$ cat src/rtl/mac_pe_pipe.sv
// Signed multiply-accumulate PE for the output-stationary systolic array:
// pipelined product, saturating/wrapping accumulate and a drain shift chain.
module mac_pe_pipe #(
    parameter int INPUT_WIDTH = 9,
    parameter int ACC_WIDTH   = 17,
    parameter int MUL_STAGES  = 1,
    parameter int SATURATE    = 1
) (
    input  logic                   clk,
    input  logic                   rstn,
    input  logic                   valid_i,
    input  logic                   clear_i,
    input  logic [INPUT_WIDTH-1:0] data_a_i,
    input  logic [INPUT_WIDTH-1:0] data_b_i,
    output logic [INPUT_WIDTH-1:0] data_a_o,
    output logic [INPUT_WIDTH-1:0] data_b_o,
    output logic                   valid_o,
    output logic                   clear_o,
    input  logic                   drain_i,
    input  logic                   shift_i,
    input  logic [ACC_WIDTH-1:0]   psum_i,
    output logic [ACC_WIDTH-1:0]   psum_o,
    output logic [ACC_WIDTH-1:0]   acc_o,
    output logic                   ovf_o,
    output logic                   busy_o
);

    localparam int PROD_WIDTH = 2 * INPUT_WIDTH;
    localparam int SUM_WIDTH  = ((ACC_WIDTH > PROD_WIDTH) ? ACC_WIDTH : PROD_WIDTH) + 1;
    localparam int TOP_WIDTH  = SUM_WIDTH - ACC_WIDTH + 1;

    logic [INPUT_WIDTH-1:0]        fwd_a_q, fwd_b_q;
    logic                          fwd_vld_q, fwd_clr_q;
    logic signed [PROD_WIDTH-1:0]  prod_d [MUL_STAGES];
    logic signed [PROD_WIDTH-1:0]  prod_q [MUL_STAGES];
    logic [MUL_STAGES-1:0]         pvld_d, pvld_q, pclr_d, pclr_q;
    logic                          busy_d, busy_q;
    logic signed [ACC_WIDTH-1:0]   acc_d, acc_q;
    logic                          ovf_d, ovf_q;
    logic [ACC_WIDTH-1:0]          psum_d, psum_q;

    logic signed [SUM_WIDTH-1:0]   base_w, addend_w, sum_w;
    logic [TOP_WIDTH-1:0]          sum_top;
    logic                          out_of_range;
    logic                          out_vld, out_clr;
    logic signed [ACC_WIDTH-1:0]   limit_w;

    always_comb begin
        prod_d[0] = PROD_WIDTH'($signed(data_a_i)) * PROD_WIDTH'($signed(data_b_i));
        pvld_d[0] = valid_i;
        pclr_d[0] = clear_i;
        for (int i = 1; i < MUL_STAGES; i++) begin
            prod_d[i] = prod_q[i-1];
            pvld_d[i] = pvld_q[i-1];
            pclr_d[i] = pclr_q[i-1];
        end
        busy_d = |pvld_d;
    end

    assign out_vld = pvld_q[MUL_STAGES-1];
    assign out_clr = pclr_q[MUL_STAGES-1];

    // Sum is formed one bit wider than either operand so it can never wrap
    // before the range check looks at it.
    always_comb begin
        // NOTE: each always_comb output is given a default up front, so no path leaves it unassigned and no latch is inferred.
        acc_d    = acc_q;
        ovf_d    = ovf_q;
        addend_w = SUM_WIDTH'(prod_q[MUL_STAGES-1]);
        base_w   = out_clr ? '0 : SUM_WIDTH'(acc_q);
        sum_w    = base_w + addend_w;
        sum_top  = sum_w[SUM_WIDTH-1:ACC_WIDTH-1];
        out_of_range = !((&sum_top) || (~|sum_top));
        limit_w  = sum_w[SUM_WIDTH-1] ? {1'b1, {(ACC_WIDTH-1){1'b0}}}
                                      : {1'b0, {(ACC_WIDTH-1){1'b1}}};
        if (out_vld) begin
            acc_d = (out_of_range && SATURATE != 0) ? limit_w : sum_w[ACC_WIDTH-1:0];
            ovf_d = out_clr ? out_of_range : (ovf_q | out_of_range);
        end else if (out_clr) begin
            acc_d = '0;
            ovf_d = 1'b0;
        end
    end

    // Drain samples the accumulator before this edge's update, so a clear
    // arriving on the same edge hands the finished sum downstream intact.
    always_comb begin
        psum_d = psum_q;
        if (drain_i) begin
            psum_d = acc_q;
        end else if (shift_i) begin
            psum_d = psum_i;
        end
    end

    // NOTE: all state is written with non-blocking assignments so every flop samples pre-edge values regardless of statement order.
    always_ff @(posedge clk or negedge rstn) begin
        if (!rstn) begin
            fwd_a_q   <= '0;
            fwd_b_q   <= '0;
            fwd_vld_q <= 1'b0;
            fwd_clr_q <= 1'b0;
            // NOTE: the product stages are a handful of flops, not a RAM, so they are reset with everything else to discard in-flight beats.
            for (int i = 0; i < MUL_STAGES; i++) begin
                prod_q[i] <= '0;
            end
            pvld_q    <= '0;
            pclr_q    <= '0;
            busy_q    <= 1'b0;
            acc_q     <= '0;
            ovf_q     <= 1'b0;
            psum_q    <= '0;
        end else begin
            fwd_a_q   <= data_a_i;
            fwd_b_q   <= data_b_i;
            fwd_vld_q <= valid_i;
            fwd_clr_q <= clear_i;
            prod_q    <= prod_d;
            pvld_q    <= pvld_d;
            pclr_q    <= pclr_d;
            busy_q    <= busy_d;
            acc_q     <= acc_d;
            ovf_q     <= ovf_d;
            psum_q    <= psum_d;
        end
    end

    assign data_a_o = fwd_a_q;
    assign data_b_o = fwd_b_q;
    assign valid_o  = fwd_vld_q;
    assign clear_o  = fwd_clr_q;
    assign acc_o    = acc_q;
    assign ovf_o    = ovf_q;
    assign psum_o   = psum_q;
    assign busy_o   = busy_q;

endmodule

$ cat config.mk
export PLATFORM = sky130hd
export DESIGN_NAME = mac_pe_pipe
export DESIGN_NICKNAME = d
export VERILOG_FILES = /design/src/rtl/mac_pe_pipe.sv
export SDC_FILE = /design/constraint.sdc
export NUM_CORES = 1
export LEC_CHECK = 0
export CORE_UTILIZATION = 59
export DETAILED_ROUTE_END_ITERATION = 7
export DONT_BUFFER_PORTS = 1
export PLACE_DENSITY_LB_ADDON = 0.05
export SLEW_MARGIN = 20
export SYNTH_ARGS = -nofsm -noshare
export SYNTH_HDL_FRONTEND = slang
export SYNTH_SLANG_ARGS = --single-unit
$ cat constraint.sdc
create_clock -name clk -period 2.7 [get_ports clk]
set_input_delay 0.135 -clock clk [delete_from_list [all_inputs] [get_ports clk]]
set_output_delay 0.135 -clock clk [all_outputs]
set_load 0.02 [all_outputs]
==> metrics.md <==
| Metric | Value |
|---|---|
| Most common cell after layout, fill and taps aside | buf_4 |
| CP max-delay cell | fa_1 |
| Setup crit end kind | flip-flop |
| Period utilization | 144.3% |
| Clock Latency Late Sink | 360 ps |
| Max Clock Freq | 256.6 MHz |
| Final worst setup slack | -1197 ps |
| Initial Util | 60.78% |
| #FFs+latches synth | 73 |
| Cells after DPL | 907 |
| Routed WL | 16.59 mm |
| Die width | 107.9 µm |
| Reg clk slew, reported paths | 90 ps |
| Pwr Density | 1337 nW/µm² |
| Seq/Total Area, Yosys | 27.60% |
| RSZ-0062 raised after global routing | yes |
| CTS tree | done |
| Iter 0 DRT Violations | 220 |
| Worst Path Arrival | 4140 ps |
| Most frequent cells in the layout | 113 x buf_4, 92 x inv_1, 71 x dfrtp_1 |
| Post-placement cell area | 7729 µm² |
| CTS H-tree lvls | 3 |
| Worst Hold Class | input pin to flip-flop |
| Core area | 10890 µm² |
| Syn nets | 853 |
| Max VDD drop | 0.0009147 V |
| Flop pwr share | 15.4% |
| Sw Pwr | 5234 µW |
| Hold slack | -8.518 ps |
| Yosys Warn Count | 0 |
| GP Congestion | 0.8466 |
| Gate Count Post-Synth | 685 |
| Post-Syn Area per Cell | 9.661 µm² |
| Critical path class | input pin to flip-flop |
| Final min period | 3897 ps |
| Crit path cell chain | and2_4 > fa_1 > inv_1 > fa_1 > inv_1 > fa_1 > fa_1 > fa_1 > ha_4 > a21oi_2 > nor2b_1 > o211ai_1 > a21oi_1 > nor2_1 > a21oi_1 > xnor2_1 |
| Clk root buf | clkbuf_8 |
| First-pass GRT wire length | 26.80 mm |
| Combined area of the multi-input logic cells | 4916 µm² |
| Leakage | 0.004322 µW |
| Outcome | finished with violations |
| Fin cells | 984 |
| Post-synth EDFFs | 0 |
| Asr flop ratio synth | 100.0% |
| FP Rows | 38 |
| Synth Flop Type | dfrtp_1 |
| Total CTS buffers | 9 |
| Failing checks | negative hold slack, negative setup slack |
| Clk_skew | 12.10 ps |
| I/O pin cnt | 97 |
| Overall Global Routing Usage | 30.09% |
| Area Overhead vs Synth | 35.49% |
| Post-Syn Area | 6618 µm² |
| Critical path's top delay family | adder cells |
| Largest stage delay, worst path | 560 ps |
| Number of global-route vias before repair | 5763 |
| PortBufs | 0 |
| Rel. slew slack | 38.60% |
| Share of layout cells above drive strength 1 | 32.35% |
| MaxCap Viol Count | 0 |
| Worst path bufs/invs | 2 |
| Power Internal | 6751 µW |
| WL/cell | 16.86 µm |
| Sequential Area | 1829 µm² |
| ANT cells | 0 |
| Die area | 11640 µm² |
| Global route overflow | 0 |
| CP most frequent cell | fa_1 |
| Sw Ratio | 43.68% |
| CTS Sinks | 73 |
| Final setup viols | 29 |
| Critical path startpoint category | input pin |
| DR vias | 5263 |
| Clock Path Buffers | 2 |
| Initial antenna violation count | 0 |
| Die Span Y | 107.9 µm |
| Residual DRC | 0 |
| Final instance area | 8966 µm² |
| Synth unique cells | 59 |
| Vias per inst | 5.349 |
| Combinational Power Share | 78.0% |
| Final net count | 1007 |
| Slew @ Worst Pin | 918.0 ps |
| Clock share of power | 6.7% |
| Final Max Tran Viols | 0 |
| Antenna Nets Post-Route | 0 |
| Fillers | 656 |
| HPWL Detailed | 11.69 mm |
| Hold Fails Final Rpt | 1 |
| CP Max Fanout | 10 |
| Required time worst endpoint | 2950 ps |
| Largest net degree at the start of global routing | 74 |
| DR pass1 iterations | 6 |
repair_timing:
action,4_1_cts,5_1_grt
setup endpoints to repair,29,30
gates cloned,2,0
resized for setup,77,42
setup buffers,21,9
hold endpoints to repair,111,1
hold buffers,34,1
pin swaps,46,34
per-layer routing:
metal | global-route usage, % | vias to the layer above | routed length (µm)
met1 | 34.19 | 2581 | 6692
met3 | 5.145 | 19 | 695
met5 | 0 | - | 0
li1 | - | 2517 | -
met2 | 57.19 | 146 | 8968
met4 | 9.100 | 0 | 233
state kept, by name, summed over array words and instances, names as in the netlist:
name,cells
psum_o,17
data_b_o,9
out_clr,1
data_a_o,9
acc_o,17
busy_o,1
ovf_o,1
prod_q,18
stage by stage:
step	TNS, ps	power, µW	utilization, %	worst slack, ps
floorplan	-15710	6879	-	-1499
global placement	-16040	9089	70.98	-1483
detailed placement	-18110	9303	70.98	-1554
CTS	-13650	11420	80.22	-1145
global route	-17660	12920	82.35	-1361
finish	-14180	11990	82.35	-1197
cells by family after synthesis:
| kind of cell | count (synthesis) | synth area share, % |
|---|---|---|
| buffers and inverters | 120 | 7.109 |
| adder cells (fa/ha/maj) | 127 | 32.07 |
| multiplexers | 18 | 2.741 |
| flip-flops | 73 | 27.60 |
| XOR/XNOR | 31 | 4.103 |
| AO/OA/AOI/OAI | 116 | 11.44 |
| AND/OR/NAND/NOR | 200 | 14.94 |
layout make-up:
cell class | count | area share, %
clock inverter | 7 | 0.6001
multi-input combinational | 492 | 54.83
timing repair buffer | 169 | 16.90
inverter | 94 | 3.935
tap | 140 | 1.954
sequential | 73 | 20.40
clock buffer | 9 | 1.382
worst reg2reg max path, cell delays in order, from the launching register on:
cell and delay [ps]:
dfrtp_2 500, buf_8 180, nor2b_4 160, ha_4 230
a211o_4 340, a31oi_4 210, mux2_4 320, a31o_4 220
buf_6 110, nor3_4 190, buf_6 140, buf_6 100
nor2b_4 150, o32ai_2 100
final timing paths:
check	start	end	slack (ps)	depth (start not counted)
max reg2reg	out_clr	ovf_o	-370	13
max in group asynchronous	rstn	out_clr	2050	2
min	shift_i	psum_o[14]	-9	2
min in group asynchronous	rstn	prod_q[5]	350	2
max	data_b_i[4]	prod_q[17]	-1200	16
min reg2reg	acc_o[6]	psum_o[6]	640	3
synth_stat cells, drive strengths merged, types with 2 or more instances:
library cell   n  area, µm²
xnor2         25      219.0
or2            2      12.52
nor2          38      150.2
o221ai         2      23.77
nor2b         22      137.6
a21o           6      45.04
nand4          5      31.28
nand2         72      270.3
a221o          2      20.02
o211ai         4      35.03
or3            2      12.51
and2          32      200.2
o41ai          2      43.80
inv           94      352.8
xor2           6      52.55
clkbuf        20      76.32
mux2i         17      170.2
fa            71       1421
buf            6      41.28
ha            56      700.7
a211o          2      17.52
a211oi         2      20.02
o21bai         2      15.01
nand3          7      35.03
a21oi         38      201.5
nor3           8      51.30
o21ai         42      214.0
o21a           4      30.03
dfrtp         73       1827
a31oi          2      12.51
nand2b         7      46.30
power by group through the flow:
| stage | clock (µW) | combinational [µW] | sequential (µW) |
|---|---|---|---|
| floorplan | 0 | 4910 | 1970 |
| detailed placement | 0 | 7470 | 1830 |
| global route | 861 | 10200 | 1880 |
| global placement | 0 | 7270 | 1820 |
| CTS | 811 | 8790 | 1820 |
| finish | 801 | 9340 | 1840 |
(Power assumes the default switching activity.)
